**src/rtl/qkv_frame_feeder.sv**
```systemverilog
// Frame feeder for binary_QKV: FILL buffers one frame, STREAM replays it once per pass,
// GAP idles between passes (and drains the read pipeline after the last), DONE pulses frame_done.
module qkv_frame_feeder #(
    parameter int DATA_W     = 16,
    parameter int FRAME_LEN  = 30,
    parameter int NUM_PASS   = 3,
    parameter int SEL_W      = 2,
    parameter int GAP_CYCLES = 4
) (
    input  logic              clk,
    input  logic              rst_n,
    input  logic [DATA_W-1:0] s_data,
    input  logic              s_valid,
    output logic              s_ready,
    output logic [DATA_W-1:0] data_out,
    output logic              data_out_valid,
    output logic [SEL_W-1:0]  block_sel,
    output logic              frame_done,
    output logic              busy
);

    localparam int CW = (FRAME_LEN > 1) ? $clog2(FRAME_LEN) : 1;
    // Two extra counts let the last gap cover the two-stage read pipeline before DONE.
    localparam int GW = $clog2(GAP_CYCLES + 3);
    localparam logic [CW-1:0]    LAST_ADDR = CW'(FRAME_LEN - 1);
    localparam logic [SEL_W-1:0] LAST_PASS = SEL_W'(NUM_PASS - 1);

    typedef enum logic [1:0] {FILL, STREAM, GAP, DONE} state_t;

    state_t            state_q, state_d;
    logic [CW-1:0]     wr_cnt_q, wr_cnt_d;
    logic [CW-1:0]     rd_cnt_q, rd_cnt_d;
    logic [SEL_W-1:0]  pass_q, pass_d;
    logic [GW-1:0]     gap_cnt_q, gap_cnt_d;

    logic [DATA_W-1:0] mem [FRAME_LEN];
    logic [DATA_W-1:0] ram_q;
    logic              vld1_q;
    logic [SEL_W-1:0]  sel1_q, sel1_d;

    logic              s_ready_d, busy_d, frame_done_d, data_out_valid_d, rd_en;
    logic [DATA_W-1:0] data_out_d;
    logic [SEL_W-1:0]  block_sel_d;

    logic accept, last_addr, last_pass;
    assign accept    = s_valid & s_ready;
    assign last_addr = (rd_cnt_q == LAST_ADDR);
    assign last_pass = (pass_q == LAST_PASS);

    always_ff @(posedge clk) begin
        if (!rst_n) begin
            state_q   <= FILL;
            wr_cnt_q  <= '0;
            rd_cnt_q  <= '0;
            pass_q    <= '0;
            gap_cnt_q <= '0;
        end else begin
            state_q   <= state_d;
            wr_cnt_q  <= wr_cnt_d;
            rd_cnt_q  <= rd_cnt_d;
            pass_q    <= pass_d;
            gap_cnt_q <= gap_cnt_d;
        end
    end

    always_comb begin
        state_d   = state_q;
        wr_cnt_d  = wr_cnt_q;
        rd_cnt_d  = rd_cnt_q;
        pass_d    = pass_q;
        gap_cnt_d = gap_cnt_q;
        case (state_q)
            FILL: begin
                if (accept) begin
                    if (wr_cnt_q == LAST_ADDR) begin
                        wr_cnt_d = '0;
                        state_d  = STREAM;
                    end else begin
                        wr_cnt_d = wr_cnt_q + CW'(1);
                    end
                end
            end
            STREAM: begin
                if (last_addr) begin
                    rd_cnt_d = '0;
                    if (last_pass) begin
                        state_d   = GAP;
                        gap_cnt_d = GW'(GAP_CYCLES + 1);
                    end else if (GAP_CYCLES == 0) begin
                        pass_d = pass_q + SEL_W'(1);
                    end else begin
                        state_d   = GAP;
                        gap_cnt_d = GW'(GAP_CYCLES - 1);
                    end
                end else begin
                    rd_cnt_d = rd_cnt_q + CW'(1);
                end
            end
            GAP: begin
                if (gap_cnt_q == '0) begin
                    if (last_pass) begin
                        state_d = DONE;
                    end else begin
                        pass_d  = pass_q + SEL_W'(1);
                        state_d = STREAM;
                    end
                end else begin
                    gap_cnt_d = gap_cnt_q - GW'(1);
                end
            end
            DONE: begin
                pass_d  = '0;
                state_d = FILL;
            end
            default: state_d = FILL;
        endcase
    end

    always_comb begin
        s_ready_d        = (state_d == FILL);
        busy_d           = (state_d != FILL);
        frame_done_d     = (state_d == DONE);
        rd_en            = (state_q == STREAM);
        data_out_valid_d = vld1_q;
        data_out_d       = vld1_q ? ram_q : data_out;
        // block_sel travels with the read pipeline so it lines up with its pass's words.
        sel1_d           = (state_q == DONE) ? '0 : pass_q;
        block_sel_d      = (state_q == DONE) ? '0 : sel1_q;
    end

    always_ff @(posedge clk) begin
        if (accept) begin
            mem[wr_cnt_q] <= s_data;
        end
        if (rd_en) begin
            ram_q <= mem[rd_cnt_q];
        end
    end

    always_ff @(posedge clk) begin
        if (!rst_n) begin
            vld1_q         <= 1'b0;
            sel1_q         <= '0;
            s_ready        <= 1'b1;
            busy           <= 1'b0;
            frame_done     <= 1'b0;
            data_out       <= '0;
            data_out_valid <= 1'b0;
            block_sel      <= '0;
        end else begin
            vld1_q         <= rd_en;
            sel1_q         <= sel1_d;
            s_ready        <= s_ready_d;
            busy           <= busy_d;
            frame_done     <= frame_done_d;
            data_out       <= data_out_d;
            data_out_valid <= data_out_valid_d;
            block_sel      <= block_sel_d;
        end
    end

endmodule

```
**config.mk**
```make
export PLATFORM = sky130hd
export DESIGN_NAME = qkv_frame_feeder
export DESIGN_NICKNAME = d
export VERILOG_FILES = /design/src/rtl/qkv_frame_feeder.sv
export SDC_FILE = /design/constraint.sdc
export NUM_CORES = 1
export LEC_CHECK = 0
export CAP_MARGIN = 0
export CORE_MARGIN = 4
export CORE_UTILIZATION = 56
export CTS_CLUSTER_SIZE = 24
export DETAILED_ROUTE_END_ITERATION = 16
export HOLD_SLACK_MARGIN = 0.05
export PLACE_DENSITY = 0.77
export SYNTH_ARGS = -nofsm -noshare
export SYNTH_HDL_FRONTEND = slang
export SYNTH_SLANG_ARGS = --single-unit
```
**constraint.sdc**
```tcl
create_clock -name clk -period 2.1 [get_ports clk]
set_input_delay 0.525 -clock clk [delete_from_list [all_inputs] [get_ports clk]]
set_output_delay 0.525 -clock clk [all_outputs]
set_load 0.005 [all_outputs]
```
# Yosys cells after proc, flatten, opt, wreduce, memory -nomap -nowiden
# Memories as Yosys holds them, arrays and structs flattened. A register that Yosys moved wholly into a read port is not among the register bits.
# Index checks and enable logic that the tools add are counted.
# word_totals
reg_bits	42
mem_bits_rw	480
in_bits	19
output_inout_bits	22
wordCells	58
n_memories	1
# mem_list
memory	words	word_bits	read_ports	rd_clocked_by_memory_dff	wr	line	rtl
mem	30	16	1	1	1	36	logic [DATA_W-1:0] mem [FRAME_LEN];
# classes
n_addsub	4
n_eq_ne	11
n_mux	17
bitwise	2
reduce_logical	10
# op_table
operator	count
$mux W2	7
$add A5 B1 Y5 const B	2
$eq A5 B5 Y1 const B	2
$mux W5	2
$mux W3	3
$eq A2 B2 Y1 const B	4
$pmux W2 S4	1
$ne A2 B2 Y1 const B	3
$pmux W3 S2	1
$reduce_and A3 Y1	2
$reduce_bool A2 Y1	3
$logic_not A2 Y1	2
$pmux W2 S2	1
$logic_not A3 Y1	1
$sub A3 B1 Y3 const B	1
$add A2 B1 Y2 const B	1
$eq A2 B1 Y1 const B	1
$mux W1	2
$ne A2 B1 Y1 const B	1
$reduce_and A2 Y1	1
$reduce_or A2 Y1	1
$and A1 B1 Y1	1
$not A1 Y1	1

# Logic depth before layout (Yosys ltp)
# logic_depth
ltp_word	5
mapped_depth	9
mapped_depth_nobuf	6

# Least setup slack after synthesis
# No wires, ideal clock.
# synth_path
path_type	register to register
start	reg wr_cnt_q[4]
end	mem mem[17][0] (enable)
setup_time_ns	0.389
t_arrival_ns	1.762
required_ns	1.711
setup_slack_ns	-0.051
stages_incl_launch_ff	4
n_path_buf	1
period_less_slack_ns	2.151
cell_sequence	dfxtp_1 > clkbuf_1 > or3b_2 > nor2_1
# synth_lines
item	line	rtl
start, declared	31	logic [CW-1:0] wr_cnt_q, wr_cnt_d;
start signal, assigned	59	wr_cnt_q <= wr_cnt_d;
end, declared	36	
# Straight into the memory's write port.

==> flow_summary.toml <==
[run_status]
status = "complete, but fails checks"
violations = "negative setup slack"

[routing]
via_count = 11077
post_drt_wl_per_cell_microns = 27.54
ant_nets = 0
via_per_inst = 6.308
dr.pass1.iters = 5
drc = 0
routed_wirelength_mm = 48.36
drt-initial-drc-count = 1242

[clock_network]
cts_buffers = 52
hold_buffers = 0
path_clk_slew_ns = 0.06
clock_sinks = 538
clk_path_buf_depth = 3
cts_tree = "done"
root_buffer = "clkbuf_16"
htreeDepth = 2
clk_latency_ns = 0.60

[grt]
antenna_found_initial = 1
grt_pass1_vias = 11158
grt_max_degree = 38
groute.usage.overall_pct = 23.85
gr-total-overflow = 0
grt_pass1_wl_mm = 71.75

[synthesis]
synth_area_per_cell_sq_um = 19.83
ys_seq_area_share_pct = 75.70
syn-num-nets = 1081
synth_top_area_cell = "edfxtp_1"
synth_top_area_share_pct = 71.65
ys_top_cells_by_area = "edfxtp_1, mux4_2, dfxtp_1"
synth_seq_cells = 538
syn_area_sq_um = 20790
syn_inst = 1048
synth_cell_types = 46
synth_edf_count = 496
ys_warn_count = 0
ys.flop_type = "edfxtp_1"
async_flop_share_pct = 0

[sta]
setup_viol = 2
tightest_slew_ns = 0.6024
rsz0062_at_grt = "true"
worst_slack_ns = -0.01773
fin_crit_sh_pct = 100.8
fin_hold_ws_ns = 0.4325
max_freq_mhz = 472.2
setup_tns_ns = -0.02401
slew_headroom_pct = 59.70
hold_viol_final = 0
fin_skew_ns = 0.02160
post-route-min-period_ns = 2.118
slew_violations = 0

[worst_setup_path]
endpoint_kind = "flop"
worstPathRequired_ns = 2.44
worstSetupStartpointType = "flop"
reg2regPathDepth = 7
arrival_ns = 2.46
path_class = "reg -> reg"
cp_max_fo = 6

[place]
numPortBuffers = 40
dpl-instance-area_sq_um = 22860
hpwl_mm = 29.49
dp.cells = 1635
gp_congestion = 0.9062

[floorplanning]
core_sq_um = 36610
start_util_pct = 56.78
num_io_pins = 41
die_h_microns = 200.7
dieArea_sq_um = 40260
fp.dieW_microns = 200.7
placementRows = 70

[finish]
final_cell_mix = "edfxtp_1, buf_4, mux4_2, nor2_1, clkbuf_16"
area_growth_pct = 21.31
fin_util_pct = 68.88
finish.instance_area_sq_um = 25220
final_common_cell = "edfxtp_1"
nNetsFinal = 1279
layout.cells.non_filler = 1756
drive_gt1_share_pct = 33.72

[power_and_ir_drop]
power_density_nw_per_um2 = 835.6
p_leak_uw = 0.008056
vdd_drop_max_v = 0.0007409

[hold_path]
worstHoldPathCells = 1
min_path_type = "reg -> reg"

[run]
drv_cap = 0
==> sequential cells by signal, indices dropped and copies added, names as in the netlist <==
name,flops
busy,1
mem,480
wr_cnt_q,5
sel1_q,2
gap_cnt_q,3
ram_q,16
block_sel,2
pass_q,2
rd_cnt_q,5
data_out_valid_d,1
state_q,2
frame_done,1
data_out_valid,1
data_out,16
s_ready,1
==> metrics by stage <==
stage / power [uW] / setup slack, ns
global placement: 12400 / -0.2713
floorplan: 12090 / -0.05085
detailed placement: 12420 / -0.2796
finish: 21070 / -0.01773
global route: 21720 / -0.05919
CTS: 21140 / -0.05690
==> worst paths after layout <==
check	from	end	slack (ns)
max	rd_cnt_q[0]	ram_q[10]	-0.02
min	sel1_q[1]	block_sel[1]	0.43
max reg2reg	rd_cnt_q[0]	ram_q[10]	-0.02
min reg2reg	sel1_q[1]	block_sel[1]	0.43
==> report_power, final <==
group | internal, uW | total [uW] | switching, uW
clock | 4960 | 8860 | 3900
sequential | 11700 | 11800 | 16.1
combinational | 149 | 453 | 304
==> critical path, cell delays in order (launching register included) <==
cell     delay [ns]
dfxtp_4        0.37
buf_12         0.16
buf_12         0.13
mux4_2         0.56
mux2_4         0.32
o22ai_2        0.12
buf_4          0.16
a21oi_2        0.03
==> synth_stat cells, drive strengths merged, types with 5 or more instances <==
library cell,instances
o22ai,32
mux4,96
inv,12
buf,36
a21oi,23
nand3b,5
a211oi,17
dfxtp,42
a22oi,17
ha,14
mux2,47
nor2,62
and2,7
mux2i,51
nand3,11
clkbuf,19
nand2,13
o21ai,5
edfxtp,496
==> area by class of cell <==
class,instances,area (sq um)
diodes,1,2.502
clock buffers,69,1439
clock inverters,26,183.9
fillers,2173,11390
inverters,12,45.04
multi-input cells,443,5051
flip-flops and latches,538,15750
well taps,468,585.6
repair buffers,199,2160
==> kinds of logic (layout without fill, tap and decap cells) <==
kind of cell	after synthesis	in the layout	synth area share, %
xor+xnor	3	3	0.1264
fa+ha+maj	14	14	0.8427
compound gates	107	107	3.377
other cells	0	1	0
buf+inv	67	306	1.667
mux	194	194	15.40
simple gates	125	125	2.883
flops	538	538	75.70
==> metal layers <==
layer / wire, microns / part of all wire (%) / vias up / GRT usage, %
met4: 1132 / 2.3 / 0 / 7.743
met5: 0 / 0 / - / 0
met1: 19250 / 40 / 5773 / 33.86
met2: 23810 / 49 / 559 / 38.03
met3: 4174 / 8.6 / 74 / 4.782
li1: - / - / 4671 / -
==> repair_timing <==
item,in CTS,in global routing
gates cloned,1,1
setup buffers,6,19
resized for setup,56,46
pin swaps,8,9
setup endpoints to repair,20,25
endpoints found under the hold margin,0,0
No activity file was read; power rests on OpenSTA's default activity.
